$ cat src/rtl/cntl_mc_param.sv
// Multi-cycle RV32I control FSM with memory ready handshake, illegal-instruction trap and
// retired-instruction counter. Defining CNTL_MC_MULDIV_EN adds the MULDIV dispatch path.
module cntl_mc_param #(
  parameter int unsigned ALU_CTRL_WIDTH  = 5,
  parameter int unsigned CNT_WIDTH       = 32,
  parameter bit          TRAP_ON_ILLEGAL = 1'b1
) (
  input  logic                      clk,
  input  logic                      rst,
  input  logic [31:0]               instruction,
  input  logic                      bcond,
  input  logic                      mem_ready,
  input  logic                      md_done,
  output logic                      i_d_mem,
  output logic                      mem_r,
  output logic                      mem_w,
  output logic                      op1_sel,
  output logic [1:0]                op2_sel,
  output logic [1:0]                alu_demux,
  output logic                      wr_reg_mux,
  output logic                      wr_en,
  output logic                      load_ir,
  output logic                      pc_update,
  output logic                      load_mdr,
  output logic [ALU_CTRL_WIDTH-1:0] alu_ctrl,
  output logic [1:0]                mem_size,
  output logic                      md_start,
  output logic                      trap,
  output logic [CNT_WIDTH-1:0]      instret
);

  typedef enum logic [4:0] {
    StFetch, StDecode, StExecR, StExecI, StExecU, StWb, StAddr, StMemRd, StWbLd, StMemWr,
    StBranch, StBrTaken, StLink, StJump, StTrap, StMulDiv
  } state_e;

  localparam logic [4:0] OpLoad   = 5'b00000;
  localparam logic [4:0] OpImm    = 5'b00100;
  localparam logic [4:0] OpAuipc  = 5'b00101;
  localparam logic [4:0] OpStore  = 5'b01000;
  localparam logic [4:0] OpReg    = 5'b01100;
  localparam logic [4:0] OpLui    = 5'b01101;
  localparam logic [4:0] OpBranch = 5'b11000;
  localparam logic [4:0] OpJalr   = 5'b11001;
  localparam logic [4:0] OpJal    = 5'b11011;

  state_e               state_q, state_d, dec_state;
  logic [4:0]           alu_code_q, alu_code_d, dec_code;
  logic [1:0]           mem_size_q, mem_size_d, dec_size;
  logic [CNT_WIDTH-1:0] instret_q, instret_d;
  logic                 dec_legal, retire;

  logic [4:0] opcode;
  logic [2:0] funct3;
  logic [6:0] funct7;
  assign opcode = instruction[6:2];
  assign funct3 = instruction[14:12];
  assign funct7 = instruction[31:25];

  // Register-index and immediate fields belong to the datapath.
  logic unused_inst;
  assign unused_inst = ^{instruction[24:15], instruction[11:7]};

  always_comb begin
    dec_legal = (instruction[1:0] == 2'b11);
    dec_state = StTrap;
    dec_code  = 5'b00000;
    dec_size  = 2'b00;
    case (opcode)
      OpReg: begin
        if (funct7 == 7'b0000001) begin
`ifdef CNTL_MC_MULDIV_EN
          dec_state = StMulDiv;
`else
          dec_legal = 1'b0;
`endif
        end else begin
          dec_state = StExecR;
          dec_code  = {1'b0, instruction[30], funct3};
        end
      end
      OpImm: begin
        dec_state = StExecI;
        if (funct3 == 3'b010 || funct3 == 3'b011) dec_code = {2'b01, funct3};
        else if (funct3 == 3'b101)                dec_code = {1'b0, instruction[30], funct3};
        else                                      dec_code = {2'b00, funct3};
      end
      OpLui: begin
        dec_state = StExecU;
        dec_code  = 5'b11000;
      end
      OpAuipc:          dec_state = StExecU;
      OpLoad, OpStore: begin
        dec_state = StAddr;
        dec_size  = funct3[1:0];
      end
      OpBranch: begin
        dec_state = StBranch;
        dec_code  = {2'b10, funct3};
      end
      OpJal, OpJalr:    dec_state = StLink;
      default:          dec_legal = 1'b0;
    endcase
    if (!dec_legal) begin
      dec_code = 5'b00000;
      dec_size = 2'b00;
    end
  end

  always_comb begin
    state_d    = state_q;
    alu_code_d = alu_code_q;
    mem_size_d = mem_size_q;
    case (state_q)
      StFetch:  if (mem_ready) state_d = StDecode;
      StDecode: begin
        state_d    = dec_legal ? dec_state : (TRAP_ON_ILLEGAL ? StTrap : StFetch);
        alu_code_d = dec_code;
        mem_size_d = dec_size;
      end
      StExecR, StExecI, StExecU:                 state_d = StWb;
      StWb, StWbLd, StBrTaken, StJump, StTrap:   state_d = StFetch;
      StAddr:   state_d = instruction[5] ? StMemWr : StMemRd;
      StMemRd:  if (mem_ready) state_d = StWbLd;
      StMemWr:  if (mem_ready) state_d = StFetch;
      StBranch: state_d = bcond ? StBrTaken : StFetch;
      StLink:   state_d = StJump;
`ifdef CNTL_MC_MULDIV_EN
      StMulDiv: if (md_done) state_d = StWb;
`endif
      default:  state_d = StFetch;
    endcase
  end

  // Trap exit, NOP-style illegal skip and fetch stalls do not retire anything.
  assign retire    = (state_d == StFetch) && (state_q != StFetch) &&
                     (state_q != StDecode) && (state_q != StTrap);
  assign instret_d = retire ? instret_q + CNT_WIDTH'(1) : instret_q;

  always_ff @(posedge clk) begin
    if (!rst) begin
      state_q    <= StFetch;
      alu_code_q <= '0;
      mem_size_q <= '0;
      instret_q  <= '0;
    end else begin
      state_q    <= state_d;
      alu_code_q <= alu_code_d;
      mem_size_q <= mem_size_d;
      instret_q  <= instret_d;
    end
  end

`ifdef CNTL_MC_MULDIV_EN
  logic md_started_q, md_started_d;
  assign md_started_d = (state_q == StMulDiv) && (state_d == StMulDiv);
  always_ff @(posedge clk) begin
    if (!rst) md_started_q <= 1'b0;
    else      md_started_q <= md_started_d;
  end
`else
  logic unused_md_done;
  assign unused_md_done = md_done;
`endif

  always_comb begin
    i_d_mem    = 1'b0;
    mem_r      = 1'b0;
    mem_w      = 1'b0;
    op1_sel    = 1'b0;
    op2_sel    = 2'b00;
    alu_demux  = 2'b00;
    wr_reg_mux = 1'b0;
    wr_en      = 1'b0;
    load_ir    = 1'b0;
    pc_update  = 1'b0;
    load_mdr   = 1'b0;
    md_start   = 1'b0;
    trap       = 1'b0;
    case (state_q)
      StFetch: begin
        mem_r     = 1'b1;
        op2_sel   = 2'b10;
        load_ir   = mem_ready;
        pc_update = mem_ready;
      end
      StExecR: begin
        op1_sel   = 1'b1;
        alu_demux = 2'b01;
      end
      StExecI: begin
        op1_sel   = 1'b1;
        op2_sel   = 2'b01;
        alu_demux = 2'b01;
      end
      StExecU: begin
        op2_sel   = 2'b01;
        alu_demux = 2'b01;
      end
      StWb:     wr_en = 1'b1;
      StAddr: begin
        op1_sel   = 1'b1;
        op2_sel   = 2'b01;
        alu_demux = 2'b10;
      end
      StMemRd: begin
        i_d_mem  = 1'b1;
        mem_r    = 1'b1;
        load_mdr = mem_ready;
      end
      StWbLd: begin
        wr_en      = 1'b1;
        wr_reg_mux = 1'b1;
      end
      StMemWr: begin
        i_d_mem = 1'b1;
        mem_w   = 1'b1;
      end
      StBranch: op1_sel = 1'b1;
      StBrTaken: begin
        op2_sel   = 2'b01;
        pc_update = 1'b1;
      end
      StLink: begin
        op2_sel   = 2'b10;
        alu_demux = 2'b01;
      end
      StJump: begin
        wr_en     = 1'b1;
        op1_sel   = ~instruction[3];  // JALR targets rs1+imm, JAL targets PC+imm
        op2_sel   = 2'b01;
        pc_update = 1'b1;
      end
      StTrap:   trap = 1'b1;
`ifdef CNTL_MC_MULDIV_EN
      StMulDiv: begin
        md_start  = ~md_started_q;
        op1_sel   = 1'b1;
        alu_demux = 2'b01;
      end
`endif
      default: ;
    endcase
    if (!rst) begin
      i_d_mem    = 1'b0;
      mem_r      = 1'b0;
      mem_w      = 1'b0;
      op1_sel    = 1'b0;
      op2_sel    = 2'b00;
      alu_demux  = 2'b00;
      wr_reg_mux = 1'b0;
      wr_en      = 1'b0;
      load_ir    = 1'b0;
      pc_update  = 1'b0;
      load_mdr   = 1'b0;
      md_start   = 1'b0;
      trap       = 1'b0;
    end
  end

  assign alu_ctrl = rst ? ALU_CTRL_WIDTH'(alu_code_q) : '0;
  assign mem_size = rst ? mem_size_q : 2'b00;
  assign instret  = rst ? instret_q : '0;

endmodule

$ cat config.mk
export PLATFORM = sky130hd
export DESIGN_NAME = cntl_mc_param
export DESIGN_NICKNAME = d
export VERILOG_FILES = /design/src/rtl/cntl_mc_param.sv
export SDC_FILE = /design/constraint.sdc
export NUM_CORES = 1
export LEC_CHECK = 0
export CAP_MARGIN = 20
export CELL_PAD_IN_SITES_DETAIL_PLACEMENT = 0
export CELL_PAD_IN_SITES_GLOBAL_PLACEMENT = 1
export CORE_ASPECT_RATIO = 0.8
export CORE_MARGIN = 2
export CORE_UTILIZATION = 36
export DETAILED_ROUTE_END_ITERATION = 10
export MAX_ROUTING_LAYER = met4
export PLACE_DENSITY_LB_ADDON = 0.1
export SLEW_MARGIN = 5
export SYNTH_ARGS = -nofsm -noshare
export SYNTH_HDL_FRONTEND = slang
export SYNTH_SLANG_ARGS = --single-unit
$ cat constraint.sdc
create_clock -name clk -period 4.85 [get_ports clk]
set_input_delay 0.7275 -clock clk [delete_from_list [all_inputs] [get_ports clk]]
set_output_delay 0.7275 -clock clk [all_outputs]
set_load 0.005 [all_outputs]
==> metrics.md <==
| Metric | Value |
|---|---|
| GRT Util Overall | `between 10% and 20%` |
| Critical Path Source Type | `input pin` |
| Total leakage power | `~1.3 nW` |
| Core area | `slightly below 8000 um^2` |
| I/O pin count | `slightly above 90` |
| Slowest-stage cell, CP | `clkdlybuf4s50_1` |
| NetSw | `approximately 0.19 mW` |
| # DRC | `0` |
| Post-synthesis register bit count | `44` |
| Initial antenna violation count | `0` |
| Number of global-route vias before repair | `roughly 2600` |
| Clock Tree Buf Depth | `2` |
| Share of cells above drive strength 1 | `around 3.9%` |
| Cell Area, Synth | `~2900 um^2` |
| Skew final | `approximately 0.006 ns` |
| Tcrit/Tclk final | `around 66%` |
| Top cell family by delay on the critical path | `buffers and inverters` |
| Syn_area_per_cell | `7.710 um^2` |
| Worst r2r src | `instret_q[5]$_SDFFE_PN0P_` |
| Netlist cell types | `a little under 60` |
| Int Pwr | `~0.52 mW` |
| IO buf count | `73` |
| RD Place Congestion | `a little over 0.8` |
| Post-DRT Antenna Nets | `0` |
| Achievable frequency | `approximately 310 MHz` |
| Setup crit end kind | `output pin` |
| DP Wirelength | `around 5.5 mm` |
| Root buffer cell | `clkbuf_8` |
| Crit path arrival time | `between 2 and 2.5 ns` |
| Initial Util | `a little under two fifths` |
| Sequential share of the synthesized area | `a little under a third` |
| Finished Cell Area | `between 3000 and 4000 um^2` |
| Synth Warn # | `0` |
| RSZ-0062 raised after global routing | `no` |
| Die width | `104.3 um` |
| Commonest non-fill, non-tap cell in the layout | `clkdlybuf4s50_1` |
| DRT Wirelength | `7.615 mm` |
| Hold Fails Final Rpt | `0` |
| CP Max Fanout | `3` |
| Top cells by area, synth | `dfxtp_1 (30%), and2_1 (8.6%), a21oi_1 (5.4%)` |
| Setup violators final | `0` |
| Buffers & Inverters on Critical Path | `3` |
| Slew Limit Fails | `0` |
| FF+latch area | `880.8 um^2` |
| Worst Hold End | `alu_code_q[1]$_SDFFE_PN0P_` |
| Post-synth EDFFs | `0` |
| Post-CTS Setup Repair Bufs | `0` |
| Ys async rst share | `0%` |
| Area post-placement | `around 3700 um^2` |
| Iteration-0 DRC Markers | `97` |
| Layout area overhead | `29.13%` |
| Status | `completed` |
| Skew-Pair Late Insertion Delay | `roughly 0.3 ns` |
| Clock H-tree levels | `2` |
| Synth Flop Type | `dfxtp_1` |
| Largest family of logic cells by synthesized area | `simple AND/OR/NAND/NOR gates` |
| Peak supply drop | `approximately 0.12 mV` |
| Reg clk slew, reported paths | `about 0.08 ns` |
| Setup CP Type | `in2out` |
| Detailed Routing Iterations Pass 1 | `4` |
| First-pass GRT wire length | `13.03 mm` |
| Part of the power in the clock network | `34.3%` |
| TNS Setup | `0 ns` |
| Crit path depth | `6` |
| Maxcap violations | `0` |
| Part of the power in registers | `around 53%` |
| FILL cells | `831` |
| Area of the multi-input gates | `roughly 1900 um^2` |
| Worst Hold Launch | `alu_code_q[1]$_SDFFE_PN0P_` |
| CTS Hold Buffers Added | `0` |
| Compound-Gate Fraction of Synth Area | `between 20 and 25%` |
| Synth top area share | `a little under a third` |
| Clock sink count | `between 40 and 50` |
| Mux share of post-synthesis cell area | `around 2.7%` |
| Adder-Cell Fraction of Synth Area | `less than 1%` |
| Synth Area in XOR/XNOR | `less than 1%` |
| Simple-Gate Fraction of Synth Area | `approximately 38%` |
| Worst rel slew slack | `54.87%` |
| Wire per inst | `between 10 and 15 um` |
| HP Class | `reg2reg` |
| Cell taking the most area after synthesis | `dfxtp_1` |
| Worst-case reg-to-reg path depth | `6` |
| Grt total ovfl | `0` |
| Pin count of the biggest net entering global routing | `49` |
| Worst r2r dst | `instret_q[27]$_SDFFE_PN0P_` |
| Comb pwr share | `a little over an eighth` |
| Die height | `around 84 um` |
| # rows | `29` |
| PD cells | `roughly 190 nW/um^2` |
| Final nets | `approximately 470` |
| # diodes | `0` |
| Vias | `just under 3000` |
| Sw Share | `between 20% and 30%` |
| Delay of the slowest critical-path stage | `~0.56 ns` |
| Worst-path cell chain | `clkdlybuf4s50_1 -> inv_1 -> nor2_1 -> nand2_1 -> nor4_1 -> clkdlybuf4s50_1` |
| R2R Setup Slk | `2.01 ns` |
| Most frequent cells in the layout | `clkdlybuf4s50_1 (73), dfxtp_1 (44), and2_1 (40)` |
| DR vias/cell | `about 5.3` |
| Worst-margin pin slew | `around 0.68 ns` |
| TritonCTS buffer count | `5` |
| Post_cts resized | `0` |
| Worst EP required | `around 4.1 ns` |
| Mapped Cells | `~380` |
| CTS tree | `built` |
| Crit path top cell by count | `clkdlybuf4s50_1` |
| DIE AREA | `8791 um^2` |
| Final critical-path required period | `between 3 and 4 ns` |
| Hold path depth | `2` |
## area by class of cell
type | instances | area share [%]
tap | 108 | 3.610
sequential | 44 | 23.53
clock buffer | 6 | 2.206
inverter | 10 | 1.003
multi-input combinational | 298 | 49.47
timing repair buffer | 75 | 19.92
clock inverter | 2 | 0.2674
## cells by family (layout without fill, tap and decap cells)
group                      count (synthesis)  in the layout
and+or+nand+nor                          193            193
buffers and inverters                     35             93
muxes                                      7              7
xor gates and xnor gates                   3              3
other                                      1              2
AOI/OAI and AO/OA                         92             92
adders and majority gates                  1              1
DFF                                       44             44
## flip-flops by register name, summed over array words and instances, names as in the netlist
register / flops
alu_code_q: 5
instret_q: 32
mem_size_q: 2
state_q: 5
## metrics by stage
stage / cells / worst slack, ns / hold WS [ns] / util, % / power (mW)
after detailed placement: 535 / 1.403 / 0.4796 / 46.37 / 0.4760
after CTS: 543 / 1.614 / 0.5002 / 47.54 / 0.7206
after floorplan: 377 / 2.570 / 0.4455 / - / 0.4363
final: 543 / 1.633 / 0.4969 / 47.54 / 0.7107
after global routing: 543 / 1.480 / 0.5263 / 47.54 / 0.7486
after global placement: 535 / 1.452 / 0.4716 / 46.37 / 0.4755
## synth_stat cells, types with 2 or more instances
library cell / number
nor3b_1: 2
nand4_2: 2
or3_1: 8
buf_2: 4
buf_1: 4
o31ai_1: 11
buf_4: 3
nor4_1: 10
nand2b_1: 11
nand4_1: 8
and2_1: 40
inv_1: 10
o2bb2ai_1: 2
o21ai_0: 11
a22o_1: 2
o21a_1: 7
o22ai_1: 2
o21ai_1: 5
dfxtp_1: 44
a32o_1: 3
o31a_1: 5
a22oi_1: 2
nand3_1: 15
or4_1: 7
clkbuf_1: 11
and3_1: 7
nand4b_1: 2
nor3_1: 15
nand3b_1: 3
a21oi_1: 31
xor2_1: 2
nor2_1: 25
buf_6: 3
nand2_1: 29
mux2_1: 7
## routing by layer
layer / GRT usage, % / up-vias / routed length [um]
met1: 26.10 / 1326 / 4023
met4: 4.423 / 0 / 68
li1: - / 1488 / -
met3: 3.183 / 7 / 379
met5: - / - / 0
met2: 26.98 / 66 / 3143
## worst register-to-register path, delay by kind of cell (launching register included)
family	cells	cell delay, ns
flops	1	0.41
simple gates	5	2.22
compound gates	1	0.14
## power by group through the flow
| stage | clock [mW] | combinational (mW) | sequential (mW) |
|---|---|---|---|
| floorplan | 0 | 0.0601 | 0.376 |
| global placement | 0 | 0.0925 | 0.383 |
| detailed placement | 0 | 0.0931 | 0.383 |
| CTS | 0.253 | 0.0934 | 0.374 |
| global route | 0.269 | 0.104 | 0.376 |
| finish | 0.244 | 0.0928 | 0.374 |
## how the worst max path moves through the flow
stage	slack (ns)	start	end
after global routing	1.48	instruction[5]	instret_q[13]$_SDFFE_PN0P_
after CTS	1.61	rst	load_mdr
after global placement	1.45	instruction[5]	instret_q[13]$_SDFFE_PN0P_
final	1.63	rst	load_mdr
after floorplan	2.57	mem_ready	instret_q[30]$_SDFFE_PN0P_
after detailed placement	1.40	instruction[5]	instret_q[27]$_SDFFE_PN0P_
Power figures use the tool's default switching activity.
